## src/rtl/fifo_wr_arbiter_pkg.sv

```systemverilog
// Shared types and helpers for the FIFO write-port arbiter.
package fifo_wr_arbiter_pkg;

    // Arbiter FSM: waiting for a requester, or serving an atomic burst.
    typedef enum logic {
        IDLE  = 1'b0,
        BURST = 1'b1
    } arb_state_e;

    // Source-ID tag width; a single bit is kept even for degenerate counts.
    function automatic int id_width(input int n);
        return (n > 1) ? $clog2(n) : 1;
    endfunction

endpackage

```

## src/rtl/fifo_wr_arbiter_rr_pick.sv

```systemverilog
// Combinational round-robin picker: first set request at or above rr_ptr_i,
// wrapping modulo NUM_REQ.
module rr_pick
    import fifo_wr_arbiter_pkg::*;
#(
    parameter int  NUM_REQ = 4,
    localparam int ID_W    = id_width(NUM_REQ)
) (
    input  logic [NUM_REQ-1:0] req_i,
    input  logic [ID_W-1:0]    rr_ptr_i,
    output logic [ID_W-1:0]    winner_o,
    output logic               any_req_o
);

    // Scan NUM_REQ positions starting at the pointer; first hit wins.
    always_comb begin
        logic              found;
        int unsigned       idx;
        logic [ID_W-1:0]   idx_w;
        winner_o  = '0;
        any_req_o = |req_i;
        found     = 1'b0;
        idx       = 0;
        idx_w     = '0;
        for (int unsigned i = 0; i < NUM_REQ; i++) begin
            idx   = (32'(rr_ptr_i) + i) % 32'(NUM_REQ);
            idx_w = ID_W'(idx);
            if (!found && req_i[idx_w]) begin
                winner_o = idx_w;
                found    = 1'b1;
            end
        end
    end

endmodule

```

## src/rtl/fifo_wr_arbiter.sv

```systemverilog
// Round-robin write-port arbiter for the async FIFO (clk_a domain).
// Grants one requester an atomic burst of up to MAX_BURST beats and tags
// every written word with the source ID.
module fifo_wr_arbiter
    import fifo_wr_arbiter_pkg::*;
#(
    parameter int  NUM_REQ    = 4,
    parameter int  DATA_WIDTH = 64,
    parameter int  MAX_BURST  = 4,
    localparam int ID_W       = id_width(NUM_REQ)
) (
    input  logic                          clk_a,
    input  logic                          rst_a,
    input  logic [NUM_REQ-1:0]            req_valid,
    input  logic [NUM_REQ-1:0]            req_last,
    input  logic [NUM_REQ*DATA_WIDTH-1:0] req_data,
    output logic [NUM_REQ-1:0]            req_ready,
    output logic [ID_W+DATA_WIDTH-1:0]    fifo_din,
    output logic                          fifo_wr_en,
    input  logic                          fifo_full,
    output logic [ID_W-1:0]               grant_id,
    output logic                          busy
);

    localparam int BCNT_W = $clog2(MAX_BURST + 1);

    arb_state_e        state_q, state_d;
    logic [ID_W-1:0]   grant_q, grant_d;
    logic [ID_W-1:0]   rr_ptr_q, rr_ptr_d;
    logic [BCNT_W-1:0] beat_q, beat_d;

    logic [ID_W-1:0]       pick_winner;
    logic                  pick_any;
    logic                  xfer;
    logic                  last_beat;
    logic [DATA_WIDTH-1:0] data_arr [NUM_REQ];
    logic [DATA_WIDTH-1:0] owner_data;

    rr_pick #(
        .NUM_REQ (NUM_REQ)
    ) u_rr_pick (
        .req_i     (req_valid),
        .rr_ptr_i  (rr_ptr_q),
        .winner_o  (pick_winner),
        .any_req_o (pick_any)
    );

    // Unflatten payloads and decode the one-hot ready from the current owner.
    for (genvar g = 0; g < NUM_REQ; g++) begin : g_req
        assign data_arr[g]  = req_data[g*DATA_WIDTH +: DATA_WIDTH];
        assign req_ready[g] = xfer && (grant_q == ID_W'(g));
    end

    // Transfer qualification and owner data mux.
    always_comb begin
        xfer       = (state_q == BURST) && req_valid[grant_q] && !fifo_full;
        last_beat  = req_last[grant_q] || (beat_q == BCNT_W'(MAX_BURST - 1));
        owner_data = data_arr[grant_q];
    end

    assign fifo_wr_en = xfer;
    assign fifo_din   = {grant_q, owner_data};
    assign grant_id   = grant_q;
    assign busy       = (state_q == BURST);

    // Next-state: grant in IDLE, count beats in BURST, release on last beat.
    always_comb begin
        state_d  = state_q;
        grant_d  = grant_q;
        rr_ptr_d = rr_ptr_q;
        beat_d   = beat_q;
        unique case (state_q)
            IDLE: begin
                if (pick_any) begin
                    grant_d = pick_winner;
                    beat_d  = '0;
                    state_d = BURST;
                end
            end
            BURST: begin
                if (xfer) begin
                    if (last_beat) begin
                        state_d  = IDLE;
                        rr_ptr_d = (grant_q == ID_W'(NUM_REQ - 1)) ? '0 : grant_q + ID_W'(1);
                    end else begin
                        beat_d = beat_q + BCNT_W'(1);
                    end
                end
            end
            default: state_d = IDLE;
        endcase
    end

    // State, grant, pointer and beat counter registers.
    always_ff @(posedge clk_a or negedge rst_a) begin
        if (!rst_a) begin
            state_q  <= IDLE;
            grant_q  <= '0;
            rr_ptr_q <= '0;
            beat_q   <= '0;
        end else begin
            state_q  <= state_d;
            grant_q  <= grant_d;
            rr_ptr_q <= rr_ptr_d;
            beat_q   <= beat_d;
        end
    end

endmodule

```

## config.mk

```make
export PLATFORM = sky130hd
export DESIGN_NAME = fifo_wr_arbiter
export DESIGN_NICKNAME = d
export VERILOG_FILES = /design/src/rtl/fifo_wr_arbiter_pkg.sv /design/src/rtl/fifo_wr_arbiter_rr_pick.sv /design/src/rtl/fifo_wr_arbiter.sv
export SDC_FILE = /design/constraint.sdc
export NUM_CORES = 1
export LEC_CHECK = 0
export CAP_MARGIN = 5
export CORE_AREA = 4 4 130 132
export DETAILED_ROUTE_END_ITERATION = 16
export DIE_AREA = 0 0 134 136
export REMOVE_ABC_BUFFERS = 1
export SLEW_MARGIN = 5
export SYNTH_ARGS = -nofsm -noshare
export SYNTH_HDL_FRONTEND = slang
export SYNTH_SLANG_ARGS = --single-unit
```

## constraint.sdc

```tcl
create_clock -name clk_a -period 1.8 [get_ports clk_a]
set_input_delay 0.36 -clock clk_a [delete_from_list [all_inputs] [get_ports clk_a]]
set_output_delay 0.36 -clock clk_a [all_outputs]
set_load 0.02 [all_outputs]
```

### Yosys cells after proc, flatten, opt, wreduce, memory -nomap -nowiden

Index checks and enable logic that the tools add are counted.

* bits in latches: 0
* bits in writable memories: 0
* ROM bits: 0
* memories kept: 0
* flip-flop bits (word level): 8
* output and inout bits: 74

* shift operators: 0
* divide/modulo/power cells: 0
* reductions and logical operators: 19
* order comparisons: 6
* bitwise logic cells: 2
* eq/ne operators: 7
* $add $sub $neg: 5
* muxes and demuxes: 31
* multiply operators: 0

Operators by type and width (number)
* 64-bit binary-select mux with 2-bit select: 1
* 64-bit 2-to-1 mux: 2
* 2-bit by 3-bit less-than comparator with 1-bit output, second input constant: 5
* 1-bit binary-select mux with 2-bit select: 6
* 1-bit 2-to-1 mux: 12
* 2-bit 2-to-1 mux: 5
* 1-bit logical AND: 9
* 3-bit 2-to-1 mux: 3
* 3-bit case mux with 2 select lines: 1
* 3-bit AND reduction: 2
* 2-bit by 1-bit adder with 2-bit output, second input constant: 2
* 2-bit adder, second input constant: 2
* 2-bit equality test, second input constant: 2
* 1-bit logical NOT: 4
* 2-bit != test, second input constant: 2
* 4-bit OR reduction: 1
* 3-bit by 1-bit adder with 3-bit output, second input constant: 1
* 3-bit by 2-bit equality test with 1-bit output, second input constant: 1
* 3-bit greater-or-equal comparator, second input constant: 1
* 2-bit NOT with 3-bit output: 1
* 2-bit by 1-bit equality test with 1-bit output, second input constant: 1
* 2-bit logical NOT: 1
* 2-bit by 1-bit != test with 1-bit output, second input constant: 1
* 1-bit case mux with 2 select lines: 1
* 3 further kinds: 3

### Depth between registers and ports, before layout

Gate-level depths: netlist of run 1.

* depth after elaboration: 12
* mapped depth: 6
* gate-level depth less buffers: 6

### Cells and area by module

A second synthesis of run 1 with hierarchy kept.

* cell total of the unflattened synthesis: 152
* area total of the unflattened synthesis: 2194.6 sq um

By module, submodules not included
* fifo_wr_arbiter: sequential area each 200.2 sq um, times used 1, cells an instance 137, area each 2117.0 sq um
* rr_pick: sequential area each 0.0 sq um, times used 1, cells an instance 15, area each 77.6 sq um

### Worst setup path after synthesis of run 1

Ideal clock, no wire load.

* path kind: flip-flop to output port
* from: reg grant_q[0] (netlist: grant_id[0])
* to: out fifo_din[0]
* required time: 1.440 ns
* buffers on the path: 3
* cell stages (with the launch flop): 5
* path slack: -0.380 ns
* data arrival time: 1.820 ns
* cells stage by stage: dfrtp_1 -> buf_6 -> buf_2 -> buf_2 -> mux4_2

* word-level cells in the longest chain between the ends: 4

Ends and longest elaborated chain
* start: declaration: RTL line fifo_wr_arbiter.sv:28 `logic [ID_W-1:0] grant_q, grant_d;`
* start signal: assignment: RTL line fifo_wr_arbiter.sv:103 `grant_q <= grant_d;`
* 2-bit NOT with 3-bit output (implied by the code): RTL line fifo_wr_arbiter.sv:58 `owner_data = data_arr[grant_q];`
* 64-bit binary-select mux with 2-bit select: RTL line fifo_wr_arbiter.sv:58
* 64-bit 2-to-1 mux (implied by the code) (2 in series): RTL line fifo_wr_arbiter.sv:58
* end: declaration: RTL line fifo_wr_arbiter.sv:18 `output logic [ID_W+DATA_WIDTH-1:0] fifo_din,`

No other way between the ends. The select of a mux whose other input is x is not followed.

### Worst setup path after layout of run 1

* from: reg grant_q[0] (netlist: grant_id[0])
* to: out req_ready[0]

* word-level cells in the longest chain between the ends: 5

Ends and longest elaborated chain
* 1-bit binary-select mux with 2-bit select: RTL line fifo_wr_arbiter.sv:56 `xfer = (state_q == BURST) && req_valid[grant_q] && !fifo_full;`
* 1-bit 2-to-1 mux (implied by the code): RTL line fifo_wr_arbiter.sv:56
* 1-bit logical AND (2 in series): RTL line fifo_wr_arbiter.sv:56
* 1-bit logical AND *: RTL line fifo_wr_arbiter.sv:51 `assign req_ready[g] = xfer && (grant_q == ID_W'(g));`
* end: declaration: RTL line fifo_wr_arbiter.sv:17 `output logic [NUM_REQ-1:0] req_ready,`

Mark *: on every way between the ends. The rest lies on a longest branch, timed or not. The select of a mux whose other input is x is not followed.

==> metrics.md, run 1 <==
| Metric | Value |
|---|---|
| GRT Residual Overflow | `0` |
| Routed Antenna Nets | `0` |
| CTS H-Tree Depth | `1` |
| Largest net degree at the start of global routing | `35` |
| Synthesis Warnings | `0` |
| Clock period minus worst slack | `approximately 2.1 ns` |
| Clk Tree Root Cell | `clkbuf_16` |
| Post-DP Area | `a little under 0.006 sq mm` |
| DR vias | `3096` |
| Hold/Removal Path Class | `in -> async` |
| Final WS setup | `-0.320 ns` |
| Synth Area in Compound Gates | `0.0413` |
| Most frequent cell after synthesis | `mux4_2` |
| Post-route cell area | `0.00600 sq mm` |
| Die area | `~0.018 sq mm` |
| Initial antenna violation count | `1` |
| Ys flop type | `dfrtp_1` |
| Delay of the slowest critical-path stage | `0.51 ns` |
| Register area share after synthesis | `0.0931` |
| Period utilization | `1.18` |
| PwrDens | `between 1000 and 1500 mW/mm^2` |
| Post-synth ARST share | `1.00` |
| Yosys top cell area share | `0.681` |
| Fin Hold WS | `around 0.43 ns` |
| Num Clock Sinks | `8` |
| GPL Wtd Cong | `0.900` |
| Failing checks | `setup timing` |
| Top area cells in the synthesized netlist | `mux4_2 (68%), dfrtp_1 (9.3%), ha_1 (3.5%)` |
| DRC Markers | `0` |
| Post-Syn Area | `0.00215 sq mm` |
| Leak Pwr | `between 2 and 2.5 nW` |
| # fillers | `between 1500 and 2000` |
| Setup crit end kind | `output pin` |
| Nets | `774` |
| Number of synthesized register bits | `8` |
| Layout cell share with drive strength beyond 1 | `0.366` |
| DRT iter0 DRCs | `100` |
| Slew @ Worst Pin | `between 0.3 and 0.4 ns` |
| TritonCTS clock tree | `yes` |
| Die Y | `136 microns` |
| Highest Clock Rate | `472 MHz` |
| Crit Path Class | `reg -> out` |
| Syn_area_per_cell | `around 15 sq um` |
| Adder-Cell Fraction of Synth Area | `0.0349` |
| Post-synthesis mux area share | `0.710` |
| Status | `complete, but fails checks` |
| Cells after Synth | `144` |
| WL per Instance | `22.8 microns` |
| Count of cell types in the netlist | `30` |
| Initial core utilization | `0.137` |
| Relative slew slack | `0.734` |
| Post-Synth Simple-Gate Area | `0.0640` |
| Vias per cell | `4.31` |
| Clk slew on worst S/H paths | `0.04 ns` |
| DPL Wire Length | `13900 microns` |
| Critical Path RT | `1.44 ns` |
| Crit path launch type | `register` |
| Cell taking the most area after synthesis | `mux4_2` |
| Final Max Tran Viols | `0` |
| Port Buf Inserts | `340` |
| I/O pin total | `between 300 and 400` |
| Final setup viols | `75` |
| Peak VDD IR | `0.727 mV` |
| Final cell count without fillers | `718` |
| Global Route Usage Sum | `0.163` |
| CP max stage cell | `dfrtp_4` |
| Final wirelength | `16400 microns` |
| CTS buffer count | `3` |
| Area delta synth->final | `179%` |
| Top cells by instance count after synthesis | `mux4_2 (65), buf_2 (10), dfrtp_1 (8), ha_1 (6), nor2_1 (6)` |
| Initial DRT Pass Iterations | `4` |
| Post-synth EDFFs | `0` |
| Main combinational cell family by area after synthesis | `multiplexers` |
| Worst Path Arrival | `1.76 ns` |
| Worst-path maximum fanout | `7` |
| Core ar. | `~0.016 sq mm` |
| Skew final | `0.00155 ns` |
| Critical-path cell list | `buf_6, mux4_2, and3b_4, and2_4, buf_6` |
| Hold Fails Final Rpt | `0` |
| Clock buffer depth | `2` |
| Most used cell, CP | `buf_6` |
| Max cap viols | `0` |
| Dpl cells | `699` |
| Vias in the first global route | `~3400` |
| Post-Synth XOR/XNOR Area | `0` |
| Unrepaired setup endpoints after global routing | `yes` |
| Die width | `134 microns` |
| Clk_lat worst skew | `0.23 ns` |
| Rows | `46` |
| First-pass GRT wire length | `22600 microns` |
[where the power goes]
part,leakage [nW],internal (mW),switching (mW)
Clock,0.0382,0.295,0.0850
Sequential,0.0909,0.284,0.124
Combinational,2.19,3.52,3.06
[state kept, by name, indices dropped and copies added, names as in the netlist]
| register | count |
|---|---|
| beat_q | 3 |
| busy | 1 |
| grant_id | 2 |
| rr_ptr_q | 2 |
[through the flow]
step	total power, mW	setup TNS [ns]	utilization	setup slack (ns)
2_1_floorplan	3.42	-176.90	-	-2.63
3_3_place_gp	6.89	-31.30	0.376	-0.690
3_5_place_dp	6.97	-32.37	0.376	-0.717
4_1_cts	7.19	-19.60	0.375	-0.331
5_1_grt	7.83	-22.87	0.382	-0.368
6_report	7.36	-18.25	0.382	-0.320
[final timing paths]
kind,slack (ns),start,depth (start not counted),endpoint
min reg2reg,0.54,beat_q[1],1,beat_q[1]
max,-0.32,grant_id[0],5,req_ready[0]
min in group clk_a,0.54,beat_q[1],1,beat_q[1]
min,0.43,rst_a,1,grant_id[0]
max in group asynchronous,1.06,rst_a,1,grant_id[0]
max reg2reg,-0.21,grant_id[0],7,beat_q[1]
[worst max-delay path: cells and delay by family, from the launching register on]
kind	cells	cell delay (ns)
flip-flops	1	0.51
AND/OR/NAND/NOR	2	0.35
multiplexers	1	0.41
buffers and inverters	2	0.25
[kinds of logic after synthesis]
logic type / after synthesis
AOI/OAI and AO/OA: 12
DFF: 8
buffers and inverters: 23
muxes: 71
and+or+nand+nor: 24
adders and majority gates: 6
[repair_timing]
action	CTS	global route
setup endpoints to repair	78	75
cloned	2	4
gates resized for setup	321	5
hold buffers	0	0
endpoints found under the hold margin	0	0
pin swaps	7	1
setup buffers	8	0
[per-layer routing]
layer,share of wire,vias up,track usage,wire (microns)
met5,0,-,0,0
met4,0.018,0,0.0326,297
met3,0.080,20,0.0470,1310
met2,0.51,159,0.295,8380
met1,0.39,1554,0.194,6370
li1,-,1363,-,-
[cells in the final DEF (no fill, tap or decap), drive strengths merged, types with 4 or more instances in the layout]
cell type,n
and2,4
buf,94
clkbuf,8
clkdlybuf4s15,5
clkdlybuf4s50,267
dfrtp,8
ha,6
mux2i,4
mux4,65
nor2,6
[final cells by class]
class | instances | area, sq um | area share
antenna | 2 | 5.00 | 0.000834
tap | 216 | 270 | 0.0450
clock buffer | 4 | 78.8 | 0.0131
multi-input combinational | 113 | 1870 | 0.312
inverter | 3 | 11.3 | 0.00188
sequential | 8 | 205 | 0.0342
timing repair buffer | 372 | 3560 | 0.593
(Power assumes the default switching activity.)
==> run 2, diff against run 1 <==
SLEW_MARGIN = 10   (was 5)
==> results of run 2 <==
Final layout, timing and power as in run 1 (identical DEF).
==> run 3, diff against run 2 <==
ABC_AREA = 0   (was unset)
==> results of run 3 <==
Final layout, timing and power as in run 1 (identical DEF).
